==> src/rtl/comnet_master.sv <==
// comnet_master: serial command master for the comnet register link.
// Optional frame counter enabled by defining COMNET_M_STATS_EN.
module comnet_master #(
  parameter int CLK_DIV      = 4,
  parameter int FRAME_BITS   = 48,
  parameter int RD_FIRST_BIT = 16
) (
  input  logic        clk,
  input  logic        rst,
  input  logic        cmd_valid,
  output logic        cmd_ready,
  input  logic        cmd_rd,
  input  logic [7:0]  cmd_addr,
  input  logic [31:0] cmd_wdata,
  output logic        resp_valid,
  output logic [31:0] resp_rdata,
  output logic        SDa,
  output logic        SCl,
  input  logic        RDa
`ifdef COMNET_M_STATS_EN
  ,
  output logic [15:0] frame_cnt
`endif
);

  localparam logic [2:0] IDLE  = 3'd0;
  localparam logic [2:0] START = 3'd1;
  localparam logic [2:0] SHIFT = 3'd2;
  localparam logic [2:0] STOP  = 3'd3;
  localparam logic [2:0] GAP   = 3'd4;
  localparam logic [2:0] DONE  = 3'd5;

  localparam logic [7:0] PH_LAST = 8'(CLK_DIV - 1);
  localparam logic [5:0] BIT_LAST = 6'(FRAME_BITS);
  localparam logic [6:0] RD_LO = 7'(RD_FIRST_BIT);
  localparam logic [6:0] RD_HI = 7'(RD_FIRST_BIT + 32);

  logic [2:0]  state;
  logic [7:0]  phase;
  logic        half;
  logic [5:0]  bitcnt;
  logic [40:0] sh;
  logic        rda_s1;
  logic        rda_s2;
  logic        ph_end;
  logic        cap_en;

  assign ph_end = (phase == PH_LAST);
  assign cmd_ready = (state == IDLE);
  assign cap_en = (state == SHIFT) && half && ph_end
               && ({1'b0, bitcnt} >= RD_LO)
               && ({1'b0, bitcnt} < RD_HI);

  // two-flop synchroniser for the return data line
  always_ff @(posedge clk) begin
    if (rst) begin
      rda_s1 <= 1'b1;
      rda_s2 <= 1'b1;
    end else begin
      rda_s1 <= RDa;
      rda_s2 <= rda_s1;
    end
  end

  // frame sequencer: state, half-period timing and the shift word
  always_ff @(posedge clk) begin
    if (rst) begin
      state      <= IDLE;
      phase      <= '0;
      half       <= 1'b0;
      bitcnt     <= '0;
      sh         <= '0;
      resp_valid <= 1'b0;
    end else begin
      resp_valid <= 1'b0;
      case (state)
        IDLE: begin
          if (cmd_valid) begin
            sh    <= {cmd_addr, cmd_rd, cmd_wdata};
            state <= START;
            phase <= '0;
            half  <= 1'b0;
          end
        end
        START: begin
          if (ph_end) begin
            phase  <= '0;
            half   <= 1'b0;
            bitcnt <= 6'd1;
            state  <= SHIFT;
          end else begin
            phase <= phase + 8'd1;
          end
        end
        SHIFT: begin
          if (ph_end) begin
            phase <= '0;
            half  <= ~half;
            if (half) begin
              sh <= {sh[39:0], 1'b0};
              if (bitcnt == BIT_LAST) begin
                state <= STOP;
                half  <= 1'b0;
              end else begin
                bitcnt <= bitcnt + 6'd1;
              end
            end
          end else begin
            phase <= phase + 8'd1;
          end
        end
        STOP: begin
          if (ph_end) begin
            phase <= '0;
            half  <= ~half;
            if (half) begin
              state <= GAP;
              half  <= 1'b0;
            end
          end else begin
            phase <= phase + 8'd1;
          end
        end
        GAP: begin
          if (ph_end) begin
            phase      <= '0;
            state      <= DONE;
            resp_valid <= 1'b1;
          end else begin
            phase <= phase + 8'd1;
          end
        end
        DONE: state <= IDLE;
        default: state <= IDLE;
      endcase
    end
  end

  // read-back capture, MSB first, on the last clk of each high half
  always_ff @(posedge clk) begin
    if (rst) resp_rdata <= '0;
    else if (cap_en) resp_rdata <= {resp_rdata[30:0], rda_s2};
  end

  // bus line levels decoded from the sequencer state
  always_comb begin
    SCl = 1'b1;
    SDa = 1'b1;
    case (state)
      START: begin
        SCl = 1'b1;
        SDa = 1'b0;
      end
      SHIFT: begin
        SCl = half;
        SDa = sh[40];
      end
      STOP: begin
        SCl = half;
        SDa = 1'b0;
      end
      default: begin
        SCl = 1'b1;
        SDa = 1'b1;
      end
    endcase
  end

`ifdef COMNET_M_STATS_EN
  // completed-frame counter, wraps naturally at 16 bits
  always_ff @(posedge clk) begin
    if (rst) frame_cnt <= '0;
    else if (state == DONE) frame_cnt <= frame_cnt + 16'd1;
  end
`endif

endmodule
==> config.mk <==
export PLATFORM = sky130hd
export DESIGN_NAME = comnet_master
export DESIGN_NICKNAME = d
export VERILOG_FILES = /design/src/rtl/comnet_master.sv
export SDC_FILE = /design/constraint.sdc
export NUM_CORES = 1
export LEC_CHECK = 0
export ABC_AREA = 1
export CAP_MARGIN = 20
export CELL_PAD_IN_SITES_DETAIL_PLACEMENT = 0
export CELL_PAD_IN_SITES_GLOBAL_PLACEMENT = 1
export CORE_MARGIN = 5
export CORE_UTILIZATION = 39
export DETAILED_ROUTE_END_ITERATION = 16
export GPL_ROUTABILITY_DRIVEN = 0
export PLACE_DENSITY_LB_ADDON = 0.05
export REMOVE_ABC_BUFFERS = 1
export SLEW_MARGIN = 5
export SYNTH_ARGS = -nofsm -noshare
export SYNTH_HDL_FRONTEND = slang
export SYNTH_SLANG_ARGS = --single-unit
==> constraint.sdc <==
create_clock -name clk -period 3.6 [get_ports clk]
set_clock_uncertainty 0.15 [all_clocks]
set_input_delay 0.36 -clock clk [delete_from_list [all_inputs] [get_ports clk]]
set_output_delay 0.36 -clock clk [all_outputs]
set_load 0.02 [all_outputs]
==> results_tabular.tex, run 1 <==
\begin{tabular}{lr}
\hline
Metric & Value \\
\hline
\multicolumn{2}{l}{\textbf{STA}} \\
Period minus WS final & 2.544 ns \\
Max Fclk & 393.0 MHz \\
TNS Setup & 0 ns \\
RSZ-0062 raised after global routing & false \\
Worst-Margin Slew & 0.7254 ns \\
Number of setup violations in the final report & 0 \\
Fin. max-slew vios & 0 \\
Slew headroom & 0.5157 \\
Share of the cycle needed by the critical path after routing & 0.7067 \\
Final hold violation count & 0 \\
\multicolumn{2}{l}{\textbf{Routing}} \\
Vias/cell & 4.577 \\
Routed wire length & 10,620 um \\
Number of search-and-repair iterations in the first detailed-routing pass & 5 \\
First DRT Iteration DRCs & 262 \\
WL per Instance & 11.11 um \\
Detail Route Antenna Nets & 0 \\
DRC errors left & 0 \\
Detailed-route via count & 4,376 \\
\multicolumn{2}{l}{\textbf{Global route}} \\
Total overflow reported by the global router & 0 \\
Vias in the first global route & 3,963 \\
All-layer global routing usage & 0.1527 \\
Global-route wire length before repair & 18,200 um \\
Number of antenna violations at the first check in global routing & 0 \\
Maximum number of pins on one net before global-route repair & 65 \\
\multicolumn{2}{l}{\textbf{Worst setup path}} \\
Critical Path Source Type & flop \\
Worst reg-to-reg path cell count & 9 \\
Cell Chain, Critical Path & o21ai\_0, a21oi\_1, inv\_1, clkdlybuf4s50\_1 \\
Slack of the worst reg-to-reg path & 1.08 ns \\
Data arrival time of the critical path & 2.03 ns \\
Type of element capturing the critical path & output pin \\
Number of buffers and inverters on the critical path & 2 \\
Required time of the critical path & 3.09 ns \\
CP Class & flop to output pin \\
Stage delay of the slowest cell on the critical path & 0.62 ns \\
Crit-path max FO & 8 \\
Worst r2r dst & sh[3]\$\_SDFFE\_PP0P\_ \\
Worst path slowest cell & sky130\_fd\_sc\_hd\_\_clkdlybuf4s50\_1 \\
Startpoint of the worst register-to-register path & phase[0]\$\_SDFFE\_PP0P\_ \\
Category of cells accounting for the largest share of critical-path delay & buffers and inverters \\
\multicolumn{2}{l}{\textbf{Final layout}} \\
Highest-count cells in the layout ignoring fill and taps & 276 x sky130\_fd\_sc\_hd\_\_nand2\_1, 174 x sky130\_fd\_sc\_hd\_\_nor2\_1, 94 x sky130\_fd\_sc\_hd\_\_dfxtp\_1, 80 x sky130\_fd\_sc\_hd\_\_clkdlybuf4s50\_1, 51 x sky130\_fd\_sc\_hd\_\_inv\_1 \\
Share of final-layout standard cells stronger than drive strength 1 & 0.04450 \\
Antenna diode count & 0 \\
Most common cell after layout, fill and taps aside & sky130\_fd\_sc\_hd\_\_nand2\_1 \\
Core occupancy in the finished layout & 0.4923 \\
Count of filler cells inserted in the layout & 1,256 \\
Area growth, synth to finish & 24.92\% \\
Net count of the finished layout & 852 \\
\multicolumn{2}{l}{\textbf{Min path}} \\
Min-delay worst type & flop to flop \\
Hold Crit Endpoint & rda\_s2\$\_SDFF\_PP1\_ \\
Instance count along the most critical hold path & 1 \\
Worst hold start & rda\_s1\$\_SDFF\_PP1\_ \\
\multicolumn{2}{l}{\textbf{Logic synthesis}} \\
Share of the yosys chip area belonging to registers & 0.4026 \\
Mean instance size in the synthesized netlist & 6.283 um2 \\
Number of flip-flops and latches in the synthesized netlist & 94 \\
Number of warnings issued by yosys & 0 \\
Netlist area before placement & 4674 um2 \\
Cell variety after synth & 27 \\
Synthesized netlist cell count & 744 \\
\multicolumn{2}{l}{\textbf{Power and ir drop}} \\
Leakage power of the design & 2.839 nW \\
Switching portion of total power & 0.3708 \\
Sw power & 0.001324 W \\
Part of the power in combinational logic & 0.357 \\
Internal power & 0.002247 W \\
Power per unit of standard cell area & 611.5 nW/um2 \\
Share of total power in the clock network & 0.270 \\
Maximum resistive drop on vdd & 242.2 uV \\
Share of total power in sequential cells & 0.372 \\
\multicolumn{2}{l}{\textbf{Floorplan}} \\
Die extent in y & 119.5 um \\
X dimension of the die & 119.5 um \\
Number of core rows & 40 \\
Initial Utilization & 0.3941 \\
Die ar. & 14,280 um2 \\
Placeable Area & 11,860 um2 \\
Io pins & 81 \\
\multicolumn{2}{l}{\textbf{Job}} \\
\# Max-Cap Violations & 0 \\
\multicolumn{2}{l}{\textbf{Status}} \\
Outcome & completed \\
\multicolumn{2}{l}{\textbf{Clock tree}} \\
Clock sink count & 94 \\
Clock network latency to the later pin of the worst-skew pair & 0.34 ns \\
Num CTS Buffers & 9 \\
Buffer depth of the longest clock path & 2 \\
CTS tree & yes \\
\# resized after CTS & 0 \\
Root buffer cell & sky130\_fd\_sc\_hd\_\_clkbuf\_16 \\
Post-CTS setup buffer count & 0 \\
Post-CTS Hold Buffers & 0 \\
Clock edge transition at the registers on the reported setup and hold paths & 0.06 ns \\
Number of H-tree levels & 3 \\
\multicolumn{2}{l}{\textbf{Placement}} \\
Detail Placement HPWL & 6919 um \\
Count of buffers from port buffering & 80 \\
\hline
\end{tabular}
-- flip-flops by register name (all words and copies together), names as in the netlist --
register / count
resp_valid: 1
rda_s2: 1
sh: 41
half: 1
state: 3
phase: 8
rda_s1: 1
resp_rdata: 32
bitcnt: 6
-- final cells by class --
class / instances / area [um2] / area share
clock buffers: 11 / 242.7 / 0.04157
well taps: 147 / 183.9 / 0.03150
flip-flops and latches: 94 / 1882 / 0.3223
repair buffers: 87 / 863.3 / 0.1478
clock inverters: 5 / 58.81 / 0.01007
inverters: 57 / 214.0 / 0.03664
multi-input cells: 555 / 2395 / 0.4101
-- cell usage after synthesis --
cell type,number,share of area
sky130_fd_sc_hd__a21oi_1,17,0.018
sky130_fd_sc_hd__o21ai_0,7,0.0075
sky130_fd_sc_hd__nor4_1,1,0.0013
sky130_fd_sc_hd__nor2_2,2,0.0027
sky130_fd_sc_hd__or2_0,1,0.0013
sky130_fd_sc_hd__nor3_1,5,0.0054
sky130_fd_sc_hd__nand2_2,1,0.0013
sky130_fd_sc_hd__o22ai_1,1,0.0013
sky130_fd_sc_hd__inv_2,6,0.0048
sky130_fd_sc_hd__nand3b_1,40,0.064
sky130_fd_sc_hd__nand2_1,276,0.22
sky130_fd_sc_hd__inv_1,51,0.041
sky130_fd_sc_hd__ha_1,3,0.0080
sky130_fd_sc_hd__dfxtp_1,94,0.40
sky130_fd_sc_hd__nor3_2,1,0.0021
sky130_fd_sc_hd__or2_2,2,0.0027
sky130_fd_sc_hd__buf_6,4,0.0096
sky130_fd_sc_hd__nand4_1,1,0.0013
sky130_fd_sc_hd__nand3_1,16,0.017
sky130_fd_sc_hd__buf_2,14,0.015
sky130_fd_sc_hd__xnor2_1,1,0.0019
sky130_fd_sc_hd__a21oi_4,1,0.0035
sky130_fd_sc_hd__nand3_2,1,0.0021
sky130_fd_sc_hd__buf_1,4,0.0032
sky130_fd_sc_hd__clkbuf_1,16,0.013
sky130_fd_sc_hd__xor2_1,4,0.0075
sky130_fd_sc_hd__nor2_1,174,0.14
-- power groups by stage --
stage / registers [W] / logic, W / clock network, W
finish: 0.00133 / 0.00128 / 0.000965
global route: 0.00135 / 0.00148 / 0.00105
CTS: 0.00133 / 0.00130 / 0.00100
detailed placement: 0.00135 / 0.00129 / 0
global placement: 0.00135 / 0.00128 / 0
floorplan: 0.00133 / 0.000922 / 0
-- per-stage QoR --
stage                     instances  cell area, um2  power [W]  setup slack, ns  hold WS [ns]
after floorplan                 706            4484   0.002252          0.04698        0.2395
after global placement          939            5533   0.002630            1.123        0.2450
after detailed placement        939            5533   0.002645            1.075        0.2471
after CTS                       955            5834   0.003627            1.017        0.2628
after global routing            956            5839   0.003875           0.8024        0.2774
final                           956            5839   0.003571            1.056        0.2656
-- how the worst max path moves through the flow --
stage,from,end,cells past startpoint
global route,phase[1]$_SDFFE_PP0P_,sh[21]$_SDFFE_PP0P_,9
detailed placement,phase[0]$_SDFFE_PP0P_,sh[0]$_SDFFE_PP0P_,9
CTS,state[0]$_SDFFE_PP0P_,SDa,4
floorplan,state[1]$_SDFFE_PP0P_,resp_rdata[0]$_SDFFE_PP0P_,5
finish,state[0]$_SDFFE_PP0P_,SDa,4
global placement,cmd_valid,phase[5]$_SDFFE_PP0P_,6
-- per-layer routing --
| metal | wire (um) | up-vias | track usage | share of wire |
|---|---|---|---|---|
| met5 | 0 | - | 0 | 0 |
| li1 | - | 2369 | - | - |
| met4 | 199 | 0 | 0.05870 | 0.019 |
| met2 | 4752 | 79 | 0.2511 | 0.45 |
| met3 | 428 | 13 | 0.02991 | 0.040 |
| met1 | 5242 | 1915 | 0.1975 | 0.49 |
-- cell families after synthesis --
group	count (synthesis)	share of synthesized area
buffers and inverters	95	0.08645
AND/OR/NAND/NOR	521	0.4631
XOR/XNOR	5	0.009368
adder cells (fa/ha/maj)	3	0.008031
AO/OA/AOI/OAI	26	0.03051
flip-flops	94	0.4026
-- worst reg2reg max path, cell delays in order, from the launching register on --
cell and delay (ns):
sky130_fd_sc_hd__dfxtp_1 0.37, sky130_fd_sc_hd__ha_1 0.26, sky130_fd_sc_hd__nand3_1 0.14, sky130_fd_sc_hd__nor2_2 0.25, sky130_fd_sc_hd__nand2_2 0.14, sky130_fd_sc_hd__nand2_1 0.47
sky130_fd_sc_hd__buf_4 0.39, sky130_fd_sc_hd__nand3b_1 0.12, sky130_fd_sc_hd__nand2_1 0.09, sky130_fd_sc_hd__nor2_1 0.04
Power figures use the tool's default switching activity.
==> run 2: changes to the inputs <==
--- a/config.mk
+++ b/config.mk
@@ -10,7 +10,7 @@
 export CELL_PAD_IN_SITES_DETAIL_PLACEMENT = 0
 export CELL_PAD_IN_SITES_GLOBAL_PLACEMENT = 1
 export CORE_MARGIN = 5
-export CORE_UTILIZATION = 39
+export CORE_UTILIZATION = 37
 export DETAILED_ROUTE_END_ITERATION = 16
 export GPL_ROUTABILITY_DRIVEN = 0
 export PLACE_DENSITY_LB_ADDON = 0.05
==> constraint.sdc (replaced) <==
create_clock -name clk -period 2.6 [get_ports clk]
set_clock_uncertainty 0.15 [all_clocks]
set_input_delay 0.26 -clock clk [delete_from_list [all_inputs] [get_ports clk]]
set_output_delay 0.26 -clock clk [all_outputs]
set_load 0.02 [all_outputs]
==> results_tabular.tex, run 2 (same netlist as run 1, synthesis figures left out) <==
\begin{tabular}{lr}
\hline
Metric & Value \\
\hline
\multicolumn{2}{l}{\textbf{Clock tree}} \\
Post-CTS setup buffer count & 0 \\
\# resized after CTS & 0 \\
Clock network latency to the later pin of the worst-skew pair & 0.34 ns \\
Clock sink count & 94 \\
Number of H-tree levels & 3 \\
Clock edge transition at the registers on the reported setup and hold paths & 0.06 ns \\
Root buffer cell & sky130\_fd\_sc\_hd\_\_clkbuf\_16 \\
CTS tree & yes \\
Post-CTS Hold Buffers & 0 \\
Buffer depth of the longest clock path & 2 \\
Num CTS Buffers & 9 \\
\multicolumn{2}{l}{\textbf{Placement}} \\
Number of placed cells counting well taps & 972 \\
Detail Placement HPWL & 7134 um \\
Post-placement worst setup slack & 0.6021 ns \\
Count of buffers from port buffering & 80 \\
Placed Area & 5662 um2 \\
\multicolumn{2}{l}{\textbf{Routing}} \\
Vias/cell & 4.484 \\
WL per Instance & 11.14 um \\
Detailed-route via count & 4,426 \\
First DRT Iteration DRCs & 316 \\
Routed wire length & 10,990 um \\
DRC errors left & 0 \\
Number of search-and-repair iterations in the first detailed-routing pass & 6 \\
Detail Route Antenna Nets & 0 \\
\multicolumn{2}{l}{\textbf{Final layout}} \\
Area growth, synth to finish & 27.86\% \\
Antenna diode count & 0 \\
Highest-count cells in the layout ignoring fill and taps & 276 x sky130\_fd\_sc\_hd\_\_nand2\_1, 174 x sky130\_fd\_sc\_hd\_\_nor2\_1, 94 x sky130\_fd\_sc\_hd\_\_dfxtp\_1, 80 x sky130\_fd\_sc\_hd\_\_clkdlybuf4s50\_1, 51 x sky130\_fd\_sc\_hd\_\_inv\_1 \\
Layout Cells excl Fill & 987 \\
Most common cell after layout, fill and taps aside & sky130\_fd\_sc\_hd\_\_nand2\_1 \\
Largest register by flop count & sh \\
Largest registers in the final layout & sh x41, resp\_rdata x32, phase x8 \\
Net count of the finished layout & 859 \\
Share of final-layout standard cells stronger than drive strength 1 & 0.05031 \\
Final std cell area, no fill & 5977 um2 \\
Flip-flop count of the largest register after layout & 41 \\
\multicolumn{2}{l}{\textbf{Global route}} \\
Maximum number of pins on one net before global-route repair & 65 \\
Global-route wire length before repair & 18,370 um \\
All-layer global routing usage & 0.1525 \\
Vias in the first global route & 3,979 \\
Number of antenna violations at the first check in global routing & 0 \\
Total overflow reported by the global router & 0 \\
\multicolumn{2}{l}{\textbf{STA}} \\
Max Fclk & 423.4 MHz \\
RSZ-0062 raised after global routing & false \\
Slew headroom & 0.6090 \\
Final hold violation count & 0 \\
Setup ws final & 0.2383 ns \\
Number of setup violations in the final report & 0 \\
Worst-Margin Slew & 0.5865 ns \\
Share of the cycle needed by the critical path after routing & 0.9084 \\
Period minus WS final & 2.362 ns \\
Worst hold slack & 0.2619 ns \\
Fin. max-slew vios & 0 \\
\multicolumn{2}{l}{\textbf{Worst setup path}} \\
Crit-path max FO & 7 \\
Data arrival time of the critical path & 1.95 ns \\
Worst reg-to-reg path cell count & 9 \\
Stage delay of the slowest cell on the critical path & 0.63 ns \\
Type of element capturing the critical path & output pin \\
Levels on crit path & 5 \\
Required time of the critical path & 2.19 ns \\
CP Class & flop to output pin \\
Cell Chain, Critical Path & inv\_2, nor3\_4, a21oi\_1, inv\_1, clkdlybuf4s50\_1 \\
Category of cells accounting for the largest share of critical-path delay & buffers and inverters \\
Worst path slowest cell & sky130\_fd\_sc\_hd\_\_clkdlybuf4s50\_1 \\
Number of buffers and inverters on the critical path & 3 \\
Critical Path Source Type & flop \\
\multicolumn{2}{l}{\textbf{Power and ir drop}} \\
Internal power & 0.003322 W \\
Share of total power in sequential cells & 0.356 \\
Maximum resistive drop on vdd & 464.2 uV \\
Switching portion of total power & 0.3592 \\
Part of the power in combinational logic & 0.372 \\
Power per unit of standard cell area & 867.3 nW/um2 \\
Sw power & 0.001862 W \\
Share of total power in the clock network & 0.272 \\
Leakage power of the design & 2.898 nW \\
\multicolumn{2}{l}{\textbf{Floorplan}} \\
Die ar. & 14,980 um2 \\
X dimension of the die & 122.4 um \\
Number of core rows & 41 \\
Placeable Area & 12,520 um2 \\
Initial Utilization & 0.3735 \\
Die extent in y & 122.4 um \\
Io pins & 81 \\
\multicolumn{2}{l}{\textbf{Status}} \\
Outcome & completed \\
\multicolumn{2}{l}{\textbf{Job}} \\
\# Max-Cap Violations & 0 \\
\multicolumn{2}{l}{\textbf{Min path}} \\
Min-delay worst type & flop to flop \\
Instance count along the most critical hold path & 1 \\
\hline
\end{tabular}
-- run 2: area by class of cell --
cell class	count	area, um2
clock inverter	3	68.82
tap	172	215.2
fill	1335	6540
timing repair buffer	94	955.9
inverter	57	214.0
clock buffer	12	246.5
sequential	94	1882
multi-input combinational	555	2395
-- run 2: worst register-to-register path: stages, from the launching register on --
cell,delay (ns)
sky130_fd_sc_hd__dfxtp_1,0.37
sky130_fd_sc_hd__ha_1,0.25
sky130_fd_sc_hd__nand3_1,0.13
sky130_fd_sc_hd__nor2_2,0.26
sky130_fd_sc_hd__nand2_2,0.14
sky130_fd_sc_hd__nand2_1,0.13
sky130_fd_sc_hd__buf_12,0.22
sky130_fd_sc_hd__nand3b_1,0.14
sky130_fd_sc_hd__nand2_1,0.07
sky130_fd_sc_hd__nor2_1,0.04
-- run 2: worst paths after layout --
check / from / to / slack (ns)
min reg2reg: rda_s1$_SDFF_PP1_ / rda_s2$_SDFF_PP1_ / 0.26
max: state[1]$_SDFFE_PP0P_ / SDa / 0.24
max reg2reg: phase[0]$_SDFFE_PP0P_ / sh[3]$_SDFFE_PP0P_ / 0.60
min: rda_s1$_SDFF_PP1_ / rda_s2$_SDFF_PP1_ / 0.26
-- run 2: metal layers --
metal | track usage | wire [um] | vias to the layer above
met4 | 0.07068 | 221 | 0
met2 | 0.2552 | 4981 | 78
li1 | - | - | 2392
met1 | 0.1894 | 5369 | 1942
met3 | 0.02903 | 421 | 14
met5 | 0 | 0 | -
-- run 2: stage by stage --
step | TNS (ns) | power (W) | util
floorplan | -59.32 | 0.003118 | -
finish | 0 | 0.005184 | 0.4775
global route | 0 | 0.005610 | 0.4775
global placement | 0 | 0.003815 | 0.4523
CTS | 0 | 0.005263 | 0.4775
detailed placement | 0 | 0.003836 | 0.4523
-- run 2: power groups by stage --
| stage | clock network (W) | registers, W | logic (W) |
|---|---|---|---|
| CTS | 0.00145 | 0.00185 | 0.00196 |
| global route | 0.00153 | 0.00188 | 0.00221 |
| global placement | 0 | 0.00187 | 0.00195 |
| finish | 0.00141 | 0.00185 | 0.00193 |
| detailed placement | 0 | 0.00187 | 0.00196 |
| floorplan | 0 | 0.00184 | 0.00128 |
